File: src/rtl/imem_dump.sv
// Instruction-memory readback streamer. It reads imem[start..end] with modular address
// wrap and emits each word as a {adr_hi, adr_lo, data MSB-first} frame that the loader accepts.
module imem_dump #(
    parameter int ADR_W  = 10,
    parameter int DATA_W = 40
) (
    input  logic              clk_int,
    input  logic              reset,
    input  logic              dump_start,
    input  logic              dump_abort,
    input  logic [ADR_W-1:0]  start_adr,
    input  logic [ADR_W-1:0]  end_adr,
    output logic              mem_rd_en,
    output logic [ADR_W-1:0]  mem_rd_adr,
    input  logic [DATA_W-1:0] mem_rd_data,
    output logic [7:0]        byte_out,
    output logic              byte_valid,
    input  logic              byte_ack,
    output logic              byte_last,
    output logic              busy,
    output logic              done
);
    localparam int NBYTES = 2 + DATA_W / 8;
    localparam int IDX_W  = $clog2(NBYTES);
    localparam logic [IDX_W-1:0] LAST_IDX = IDX_W'(NBYTES - 1);

    typedef enum logic [1:0] {IDLE, READ, CAPT, SEND} state_t;

    state_t            state_q, state_d;
    logic [ADR_W-1:0]  cur_adr_q, cur_adr_d;
    logic [ADR_W-1:0]  last_adr_q, last_adr_d;
    logic [DATA_W-1:0] word_q, word_d;
    logic [IDX_W-1:0]  idx_q, idx_d;
    logic              done_d;
    logic [15:0]       adr_ext;
    logic [7:0]        frame_bytes [NBYTES];
    logic [7:0]        byte_sel;

    // Frame bytes are built from next-state values so every output can be registered.
    assign adr_ext        = 16'(cur_adr_d);
    assign frame_bytes[0] = adr_ext[15:8];
    assign frame_bytes[1] = adr_ext[7:0];

    genvar gi;
    generate
        for (gi = 2; gi < NBYTES; gi++) begin : g_word_bytes
            assign frame_bytes[gi] = word_d[DATA_W - 1 - 8 * (gi - 2) -: 8];
        end
    endgenerate

    always_comb begin
        byte_sel = 8'h00;
        for (int i = 0; i < NBYTES; i++) begin
            if (idx_d == IDX_W'(i)) begin
                byte_sel = frame_bytes[i];
            end
        end
    end

    always_comb begin
        state_d    = state_q;
        cur_adr_d  = cur_adr_q;
        last_adr_d = last_adr_q;
        word_d     = word_q;
        idx_d      = idx_q;
        done_d     = 1'b0;
        if (dump_abort) begin
            state_d = IDLE;
        end else begin
            case (state_q)
                IDLE: begin
                    if (dump_start) begin
                        cur_adr_d  = start_adr;
                        last_adr_d = end_adr;
                        state_d    = READ;
                    end
                end
                READ: state_d = CAPT;
                CAPT: begin
                    word_d  = mem_rd_data;
                    idx_d   = '0;
                    state_d = SEND;
                end
                SEND: begin
                    // byte_valid is high exactly while in SEND, so byte_ack alone marks a transfer.
                    if (byte_ack) begin
                        if (idx_q != LAST_IDX) begin
                            idx_d = idx_q + 1'b1;
                        end else if (cur_adr_q == last_adr_q) begin
                            done_d  = 1'b1;
                            state_d = IDLE;
                        end else begin
                            cur_adr_d = cur_adr_q + 1'b1;
                            state_d   = READ;
                        end
                    end
                end
                default: state_d = IDLE;
            endcase
        end
    end

    always_ff @(posedge clk_int) begin
        if (reset) begin
            state_q    <= IDLE;
            cur_adr_q  <= '0;
            last_adr_q <= '0;
            word_q     <= '0;
            idx_q      <= '0;
            mem_rd_en  <= 1'b0;
            mem_rd_adr <= '0;
            byte_out   <= 8'h00;
            byte_valid <= 1'b0;
            byte_last  <= 1'b0;
            busy       <= 1'b0;
            done       <= 1'b0;
        end else begin
            state_q    <= state_d;
            cur_adr_q  <= cur_adr_d;
            last_adr_q <= last_adr_d;
            word_q     <= word_d;
            idx_q      <= idx_d;
            mem_rd_en  <= (state_d == READ);
            if (state_d == READ) begin
                mem_rd_adr <= cur_adr_d;
            end
            byte_valid <= (state_d == SEND);
            byte_out   <= (state_d == SEND) ? byte_sel : 8'h00;
            byte_last  <= (state_d == SEND) && (idx_d == LAST_IDX) && (cur_adr_d == last_adr_d);
            busy       <= (state_d != IDLE);
            done       <= done_d;
        end
    end
endmodule
File: config.mk
export PLATFORM = sky130hd
export DESIGN_NAME = imem_dump
export DESIGN_NICKNAME = d
export VERILOG_FILES = /design/src/rtl/imem_dump.sv
export SDC_FILE = /design/constraint.sdc
export NUM_CORES = 1
export LEC_CHECK = 0
export ABC_AREA = 1
export ABC_CLOCK_PERIOD_IN_PS = 2400
export CORE_MARGIN = 3
export CORE_UTILIZATION = 30
export CTS_CLUSTER_SIZE = 30
export DETAILED_ROUTE_END_ITERATION = 16
export GPL_TIMING_DRIVEN = 0
export PLACE_DENSITY = 0.58
export SYNTH_ARGS = -nofsm -noshare
export SYNTH_HDL_FRONTEND = slang
export SYNTH_SLANG_ARGS = --single-unit
File: constraint.sdc
create_clock -name clk_int -period 2.4 [get_ports clk_int]
set_clock_uncertainty 0.15 [all_clocks]
set_input_delay 0.48 -clock clk_int [delete_from_list [all_inputs] [get_ports clk_int]]
set_output_delay 0.48 -clock clk_int [all_outputs]
set_load 0.02 [all_outputs]
==> flow_summary_export.csv <==
group,metric,value,unit
timing,worstMarginPinSlew,0.704,ns
floorplanning,io-pin-count,88,
pwr,powerDensity,576,nW/um^2
min_path,min_from,"word_q[0]",
floorplanning,rows,44,
min_path,holdPathEnd,"word_q[0]",
drt,drc,0,
final_layout,seq_area,1780,sq um
final_layout,num_antenna_cells,0,
drt,drtAntennaViolNets,0,
timing,maxSlewHeadroom,53.1,%
cts,clkSinkCount,88,
cts,cts_buffers,9,
yosys,synthesis.area,4610,sq um
floorplanning,start_util,31.1,%
floorplanning,die_y,130,um
floorplanning,die-area,16900,sq um
worst_setup_path,cp_max_fo,10,
yosys,synth.most_common_cell,"nand2_1",
min_path,hold_depth,2,
drt,viasPerCell,4.76,
yosys,ys_ff_latch,88,
pwr,total_power,3.61,mW
placement,gp_congestion,0.860,
timing,setup_ws,0.0923,ns
grt,grt_pass1_wl,22000,um
min_path,min-delay-path-class,"register to register",
pwr,p_sw_share,29.0,%
timing,finalMaxSlewViolations,0,
cts,root_buffer,"clkbuf_16",
yosys,async_reset_ff_share,0,%
drt,first_pass_iters,5,
yosys,ys.warnings.count,0,
grt,grt_max_degree,15,
timing,fin_setup_tns,0,ns
yosys,netlist.top_cell.by_area,"dfxtp_1",
yosys,yosysSeqAreaShare,38.2,%
drt,totalWireLength,14400,um
yosys,synth_edf_count,0,
worst_setup_path,crit_required,2.49,ns
final_layout,area_growth,35.8,%
worst_setup_path,crit_path_start_kind,"register",
yosys,ys.flop_type,"dfxtp_1",
final_layout,fillers,1520,
drt,num_vias,4530,
cts,clk_path_buf_depth,2,
final_layout,final_util,42.3,%
pwr,p_switching,1.05,mW
drt,routedWlPerCell,15.2,um
pwr,seq_power_share,43.4,%
timing,finalHoldViolCount,0,
yosys,synthCells,656,
pwr,p_int,2.56,mW
pwr,power_frac_comb,19.1,%
final_layout,fin_nets,836,
placement,dp_hpwl,10700,um
worst_setup_path,r2r_cells,11,
placement,numPortBuffers,85,
worst_setup_path,arrival,2.39,ns
floorplanning,coreArea,14800,sq um
placement,dpl_worst_slack,-0.602,ns
timing,min_period_over_period,96.2,%
timing,setup_violations,0,
pwr,clkPwrFrac,37.5,%
cts,clkTransAtPathRegs,0.06,ns
timing,holdWs,0.339,ns
floorplanning,die_w,130,um
grt,grt_pass1_vias,4172,
grt,grt.total_usage,16.8,%
worst_setup_path,regToRegSetupSlack,0.09,ns
yosys,synthDominantCellAreaShare,38.2,%
yosys,ys_types,37,
cts,tritoncts,"done",
yosys,syn_avg_cell_area,7.03,sq um
final_layout,multi_input_area,2590,sq um
worst_setup_path,r2r-end,"byte_out[7]",
yosys,yosys-top-cells-area,"dfxtp_1 (38%), nand2_1 (12%), nor2_1 (7.5%)",
pwr,p_leak,2.92,nW
worst_setup_path,crit_type,"register to register",
pwr,vdd_ir_drop_max,0.331,mV
cts,clk_latency,0.34,ns
drt,drt_iter0_drc,319,
grt,grt_overflow,0,
final_layout,layout-drive-gt1-share,17.3,%
timing,fmax,433,MHz
yosys,syn_nets,728,
flow_run,drv_cap,0,
yosys,synth_common_cells,"nand2_1 (145), nor2_1 (92), dfxtp_1 (88)",
timing,finalCriticalPeriod,2.31,ns
outcome,status,"completed",
worst_setup_path,timing.rr.start,"state_q[1]",
cts,htreeDepth,3,
grt,antenna_found_initial,0,
worst_setup_path,end_kind,"register",
sequential cells by signal (all words and copies together), names as in the netlist:
signal,cells
idx_q,3
byte_last,1
mem_rd_en,1
cur_adr_q,10
byte_out,8
busy,1
done,1
word_q,40
mem_rd_adr,10
state_q,2
last_adr_q,10
byte_valid,1
critical path: stages, from the launching register on:
cell      delay [ns]
dfxtp_2         0.41
inv_1           0.08
ha_1            0.31
nor2_4          0.15
clkinv_4        0.12
clkbuf_4        0.22
a21oi_2         0.14
nand2_2         0.10
nand3_1         0.13
nand4_1         0.18
nor2_1          0.17
nor2_1          0.05
routing by layer:
metal / vias up / share of wire [%] / track usage [%] / wire length [um]
met5: - / 0 / 0 / 0
met2: 101 / 46 / 26.3 / 6580
met3: 16 / 4.9 / 3.03 / 706
met1: 2088 / 48 / 23.7 / 6890
li1: 2325 / - / - / -
met4: 0 / 1.7 / 5.26 / 245
repair_timing:
action,CTS,global route
resized for setup,21,44
cloned,0,0
buffers inserted,5,7
hold buffers,0,0
pin swaps,3,17
setup endpoints to repair,21,19
layout by cell type, fill, tap and decap left out, types with 3 or more instances in the layout:
master	n
nor3_1	10
clkbuf_1	5
clkbuf_2	4
nand2_4	3
nor2_1	89
o21ai_0	50
dfxtp_1	77
ha_4	3
ha_1	4
nand3b_1	3
clkbuf_16	9
nand3_2	13
clkdlybuf4s50_1	83
nor2_4	7
buf_4	11
o211ai_1	4
o21ai_1	3
nand4_1	9
dfxtp_2	9
buf_1	4
buf_2	6
mux2i_1	29
inv_1	59
nor2_2	4
inv_2	13
nand2_2	22
nand3_1	32
nand2_1	139
a21oi_1	23
final cells by class:
class	count	share of cell area [%]
Multi-Input combinational cell	468	41.4
Buffer	23	1.94
Clock buffer	11	4.04
Sequential cell	88	28.4
Timing Repair Buffer	97	15.3
Clock inverter	4	0.440
Tap cell	184	3.68
Inverter	77	4.84
through the flow:
step | cells | cell area [sq um]
after global placement | 925 | 5690
after CTS | 945 | 6070
final | 952 | 6260
after detailed placement | 925 | 5690
after global routing | 952 | 6260
after floorplan | 656 | 4610
power groups by stage:
stage                     Sequential (mW)  Clock [mW]  Combinational [mW]
after floorplan                      1.61           0               0.351
after global placement               1.59           0               0.639
after detailed placement             1.59           0               0.638
after CTS                            1.56        1.38               0.651
after global routing                 1.57        1.44               0.760
final                                1.57        1.35               0.690
cells by family (layout without fill, tap and decap cells):
logic type,count (synthesis),in the layout,synth area share (%)
fa+ha+maj,7,7,1.90
buf+inv,100,212,8.68
simple gates,340,340,33.9
xor+xnor,2,2,0.380
compound gates,90,90,10.6
flops,88,88,38.2
mux,29,29,6.30
worst max path at each step:
stage | start | endpoint | slack [ns]
after global placement | dump_abort | byte_out[7] | -0.62
after global routing | cur_adr_q[7] | byte_last | -0.004
after CTS | state_q[0] | byte_out[7] | -0.03
final | state_q[1] | byte_out[7] | 0.09
after floorplan | idx_q[0] | byte_last | 0.25
after detailed placement | dump_abort | byte_out[7] | -0.60
(Power assumes the default switching activity.)
